**config.mk**
```make
export PLATFORM = sky130hd
export DESIGN_NAME = gf_log_seq
export DESIGN_NICKNAME = d
export VERILOG_FILES = /design/src/rtl/gf_log_seq.sv
export SDC_FILE = /design/constraint.sdc
export NUM_CORES = 1
export LEC_CHECK = 0
export CORE_ASPECT_RATIO = 2
export CORE_MARGIN = 2
export CORE_UTILIZATION = 40
export CTS_BUF_LIST = sky130_fd_sc_hd__clkbuf_8 sky130_fd_sc_hd__clkbuf_16
export CTS_CLUSTER_DIAMETER = 100
export DETAILED_ROUTE_END_ITERATION = 10
export GPL_ROUTABILITY_DRIVEN = 0
export GPL_TIMING_DRIVEN = 0
export PLACE_DENSITY = 0.66
export SLEW_MARGIN = 20
export SYNTH_ARGS = -nofsm -noshare
export SYNTH_HDL_FRONTEND = slang
export SYNTH_SLANG_ARGS = --single-unit
```
**constraint.sdc**
```tcl
create_clock -name clk -period 1.8 [get_ports clk]
set_input_delay 0.45 -clock clk [delete_from_list [all_inputs] [get_ports clk]]
set_output_delay 0.45 -clock clk [all_outputs]
set_load 0.1 [all_outputs]
```
**src/rtl/gf_log_seq.sv**
```systemverilog
// -----------------------------------------------------------------------------
// gf_log_seq : GF(2^8) discrete logarithm by sequential search.
//
// An accepted element is compared against successive powers of alpha, one per
// clock, starting at alpha^0. The matching exponent is returned. A zero input
// has no log and is flagged on out_zero instead.
//
// Ports
//   clk, rst_n         clock, asynchronous active-low reset
//   in_valid/in_ready  input handshake; accepted only in IDLE
//   in_elem            element whose log is requested
//   out_valid/out_ready result handshake; result held until out_ready
//   out_index          exponent n with alpha^n == in_elem (0..254)
//   out_zero           input was zero, log undefined
//   busy               high while searching
// -----------------------------------------------------------------------------
module gf_log_seq #(
   parameter logic [7:0] POLY_LOW = 8'h5F   // alpha^8 reduced, low 8 bits
) (
   input  logic       clk,
   input  logic       rst_n,
   input  logic       in_valid,
   output logic       in_ready,
   input  logic [7:0] in_elem,
   output logic       out_valid,
   input  logic       out_ready,
   output logic [7:0] out_index,
   output logic       out_zero,
   output logic       busy
);

   typedef enum logic [1:0] {IDLE = 2'd0, SEARCH = 2'd1, DONE = 2'd2} state_t;

   state_t     state_q, state_d;
   logic [7:0] target_q, target_d;
   logic [7:0] acc_q, acc_d;
   logic [7:0] cnt_q, cnt_d;
   logic [7:0] idx_q, idx_d;
   logic       zero_q, zero_d;
   logic [7:0] acc_mul;

   // acc * alpha: shift up and fold the overflowed x^8 term back in
   assign acc_mul = {acc_q[6:0], 1'b0} ^ (acc_q[7] ? POLY_LOW : 8'h00);

   // State and datapath registers
   always_ff @(posedge clk or negedge rst_n) begin
      if (!rst_n) begin
         state_q  <= IDLE;
         target_q <= 8'h00;
         acc_q    <= 8'h01;
         cnt_q    <= 8'h00;
         idx_q    <= 8'h00;
         zero_q   <= 1'b0;
      end else begin
         state_q  <= state_d;
         target_q <= target_d;
         acc_q    <= acc_d;
         cnt_q    <= cnt_d;
         idx_q    <= idx_d;
         zero_q   <= zero_d;
      end
   end

   // Next-state logic
   always_comb begin
      state_d = state_q;
      case (state_q)
         IDLE:    if (in_valid) state_d = SEARCH;
         SEARCH:  if ((target_q == 8'h00) || (acc_q == target_q) || (cnt_q == 8'd254))
                     state_d = DONE;
         DONE:    if (out_ready) state_d = IDLE;
         default: state_d = IDLE;
      endcase
   end

   // Datapath next values
   always_comb begin
      target_d = target_q;
      acc_d    = acc_q;
      cnt_d    = cnt_q;
      idx_d    = idx_q;
      zero_d   = zero_q;
      case (state_q)
         IDLE: begin
            if (in_valid) begin
               target_d = in_elem;
               acc_d    = 8'h01;
               cnt_d    = 8'h00;
            end
         end
         SEARCH: begin
            if (target_q == 8'h00) begin
               zero_d = 1'b1;
               idx_d  = 8'h00;
            end else if (acc_q == target_q) begin
               zero_d = 1'b0;
               idx_d  = cnt_q;
            end else if (cnt_q == 8'd254) begin
               // exhausted the group without a match: only possible with a
               // non-primitive POLY_LOW, report as undefined
               zero_d = 1'b1;
               idx_d  = 8'h00;
            end else begin
               acc_d = acc_mul;
               cnt_d = cnt_q + 8'd1;
            end
         end
         default: ;
      endcase
   end

   // Outputs
   always_comb begin
      in_ready  = (state_q == IDLE);
      out_valid = (state_q == DONE);
      busy      = (state_q == SEARCH);
      out_index = idx_q;
      out_zero  = zero_q;
   end

endmodule

```
==> results_dict.tcl <==
set metrics [dict create \
    cp.depth 4 \
    dr.pass1.iters 4 \
    dp_hpwl_mm 2.64 \
    row_count 33 \
    worst_ir_drop_vdd_mv 1.00 \
    nFillCells 358 \
    yosysWarnings 0 \
    ctsHoldBuffers 0 \
    max_stage_delay_ns 0.42 \
    yosys.area_share.simple_pct 13.6 \
    clk_latency_ns 0.29 \
    final_max_slew_viol_count 0 \
    worst_hold_slack_ns 0.0135 \
    grt-ovfl-total 0 \
    wl_per_cell_um 14.8 \
    fin_ws_ns 0.0637 \
    synth_top_family_by_area "simple AND/OR/NAND/NOR gates" \
    rsz0062_at_grt "yes" \
    clock_sinks 35 \
    layout.nets 200 \
    setup-tns-final_ns 0 \
    ant_nets 0 \
    cts_tree "yes" \
    path_cells "nand2b_4, inv_2, buf_8, buf_12" \
    crit_slowest_cell "dfrtp_1" \
    use_met2_pct 32.6 \
    syn_nets 165 \
    cts_buffer_depth 2 \
    run_status "completed" \
    r2r_setup_slack_ns 0.10 \
    die_height_um 95.8 \
    maxSlewHeadroom_pct 63.7 \
    synth_fa_ha_area_share_pct 1.48 \
    grt_max_degree 27 \
    place_ws_ns -0.768 \
    cp_top_family "flip-flops" \
    cp-end-kind "output pin" \
    antenna_found_initial 0 \
    synthXorXnorAreaFrac_pct 6.75 \
    drt_iter0_markers 31 \
    synthToLayoutAreaGrowth_pct 29.5 \
    grt-busiest-layer "met2" \
    chipWidth_um 49.9 \
    cts.clk_slew.worst_paths_ns 0.07 \
    numCtsBuffers 5 \
    synth.distinct_cells 34 \
    fmax_mhz 576 \
    worstMarginPinSlew_ns 0.547 \
    synth-seq-cells 35 \
    synth_compound_area_share_pct 10.5 \
    seq_area_frac_synth_pct 52.0 \
    grt_usage_pct 17.0 \
    r2r-end "cnt_q[7]$_DFFE_PN0P_" \
    core_mm2 0.00409 \
    hold_viol 0 \
    leakagePower_nw 0.980 \
    layout_min_cycle_time_ns 1.74 \
    via_count 1266 \
    use_met1_pct 15.5 \
    layout-drive-gt1-share_pct 28.3 \
    cp_num_buf_inv 3 \
    cts-htree-levels 2 \
    setup_violations 0 \
    skew_ns 0.00597 \
    grt_pass1_wl_mm 5.98 \
    fin_util_pct 53.4 \
    post-route-period-util_pct 96.5 \
    critPathMaxFanout 10 \
    finalWirelength_mm 3.53 \
    power_density_mw_per_mm2 2050 \
    syn_avg_cell_area_um2 11.2 \
    start_util_pct 41.3 \
    cts-root-buf "clkbuf_8" \
    synth_cells 151 \
    startpoint_type "register" \
    r2r_start "acc_q[0]$_DFFE_PN1P_" \
    via_per_inst 5.30 \
    synth_mux_area_share_pct 10.8 \
    grt_pass1_vias 1326 \
    io_pins 24 \
    max_cap_viol_count 0 \
    route.detailed.drc 0 \
    worstSetupPathType "register to output pin" \
    met3_usage_pct 4.35 \
    io_buffers 23 \
    post_synth_instance_area_mm2 0.00169 \
    arrival_ns 1.29 \
    p_total_mw 4.49 \
    crit_required_ns 1.35 \
    hold_class "primary input to asynchronous set/reset pin" \
    r2r_cells 6 \
    dieArea_mm2 0.00478 \
    antennaDiodeCount 0 \
]
-- synthesized netlist by cell type --
master / count / area, µm²
nand2_2: 1 / 6.26
and2_4: 1 / 8.76
a31oi_1: 2 / 12.5
and3_1: 2 / 12.5
mux2_2: 9 / 101
a21oi_1: 1 / 5.00
nand2_1: 13 / 48.8
o211ai_1: 4 / 30.0
nand2b_1: 3 / 18.8
o211a_1: 1 / 10.0
o31ai_2: 1 / 12.5
buf_6: 2 / 22.5
o21ai_0: 2 / 10.0
xor2_1: 8 / 70.1
nand4_1: 2 / 12.5
nor3_1: 3 / 15.0
clkbuf_1: 3 / 11.3
ha_1: 2 / 25.0
o221ai_1: 1 / 8.76
dfrtp_1: 34 / 851
o21ai_2: 1 / 8.76
or2_2: 1 / 6.26
buf_4: 1 / 7.51
dfstp_2: 1 / 26.3
mux2i_1: 8 / 80.1
nor4_2: 1 / 12.5
inv_1: 11 / 41.3
a22o_1: 8 / 70.1
nand3_1: 11 / 55.1
or3_1: 1 / 6.26
nor4_1: 3 / 18.8
nor2_1: 2 / 7.51
o21ai_1: 2 / 10.0
xnor2_1: 5 / 43.8
-- power breakdown --
part           internal, mW  leakage, nW  switching, mW
Sequential             1.15        0.438          0.351
Clock                 0.260       0.0505          0.272
Combinational         0.969        0.491           1.48
Total                  2.38        0.980           2.10
-- stage by stage --
step	instance area [µm²]	std cells
2_1_floorplan	1700	151
3_3_place_gp	2000	226
3_5_place_dp	2010	227
4_1_cts	2130	235
5_1_grt	2180	239
6_report	2180	239
-- layer usage --
layer	part of all wire [%]	wire, µm
met1	35	1250
met2	58	2040
met3	4.2	149
met4	2.6	93
met5	0	0
-- worst max-delay path by stage --
stage | from | end | slack, ns
finish | state_q[1]$_DFFE_PN0P_ | busy | 0.06
global route | acc_q[0]$_DFFE_PN1P_ | state_q[1]$_DFFE_PN0P_ | -0.02
CTS | state_q[1]$_DFFE_PN0P_ | busy | 0.03
detailed placement | state_q[1]$_DFFE_PN0P_ | busy | -0.77
global placement | state_q[1]$_DFFE_PN0P_ | busy | -0.75
floorplan | state_q[1]$_DFFE_PN0P_ | target_q[3]$_DFFE_PN0P_ | 0.04
-- logic make-up after synthesis --
logic type,Yosys count
flops,35
fa+ha+maj,2
xor+xnor,13
buf+inv,17
simple gates,44
mux,17
compound gates,23
-- state kept, by name, indices dropped and copies added, names as in the netlist --
signal,count
out_index,8
cnt_q,8
target_q,8
acc_q,8
out_zero,1
state_q,2
-- final cells by class --
| class | count | area (µm²) | share of cell area (%) |
|---|---|---|---|
| Sequential cell | 35 | 877 | 40.1 |
| Multi-Input combinational cell | 99 | 774 | 35.5 |
| Timing Repair Buffer | 29 | 297 | 13.6 |
| Clock buffer | 5 | 68.8 | 3.15 |
| Tap cell | 52 | 65.1 | 2.98 |
| Buffer | 5 | 48.8 | 2.23 |
| Inverter | 11 | 41.3 | 1.89 |
| Clock inverter | 3 | 12.5 | 0.573 |
-- placed cells by master, fill, tap and decap left out, drive strengths merged --
master         instances
a21oi                  1
a22o                   8
a31oi                  2
and2                   1
and3                   2
buf                   14
clkbuf                 6
clkdlybuf4s15          9
clkdlybuf4s50         10
clkinv                 1
dfrtp                 34
dfstp                  1
ha                     2
inv                   13
mux2                   9
mux2i                  8
nand2                 14
nand2b                 3
nand3                 11
nand4                  2
nor2                   2
nor3                   3
nor4                   4
o211a                  1
o211ai                 4
o21ai                  5
o221ai                 1
o31ai                  1
or2                    1
or3                    1
xnor2                  5
xor2                   8
-- timing repair --
item                                    4_1_cts  5_1_grt
pin swaps                                     1        0
resized for setup                            52        6
buffers inserted                              1        4
endpoints found under the setup margin       24       12
No activity file was read; power rests on OpenSTA's default activity.
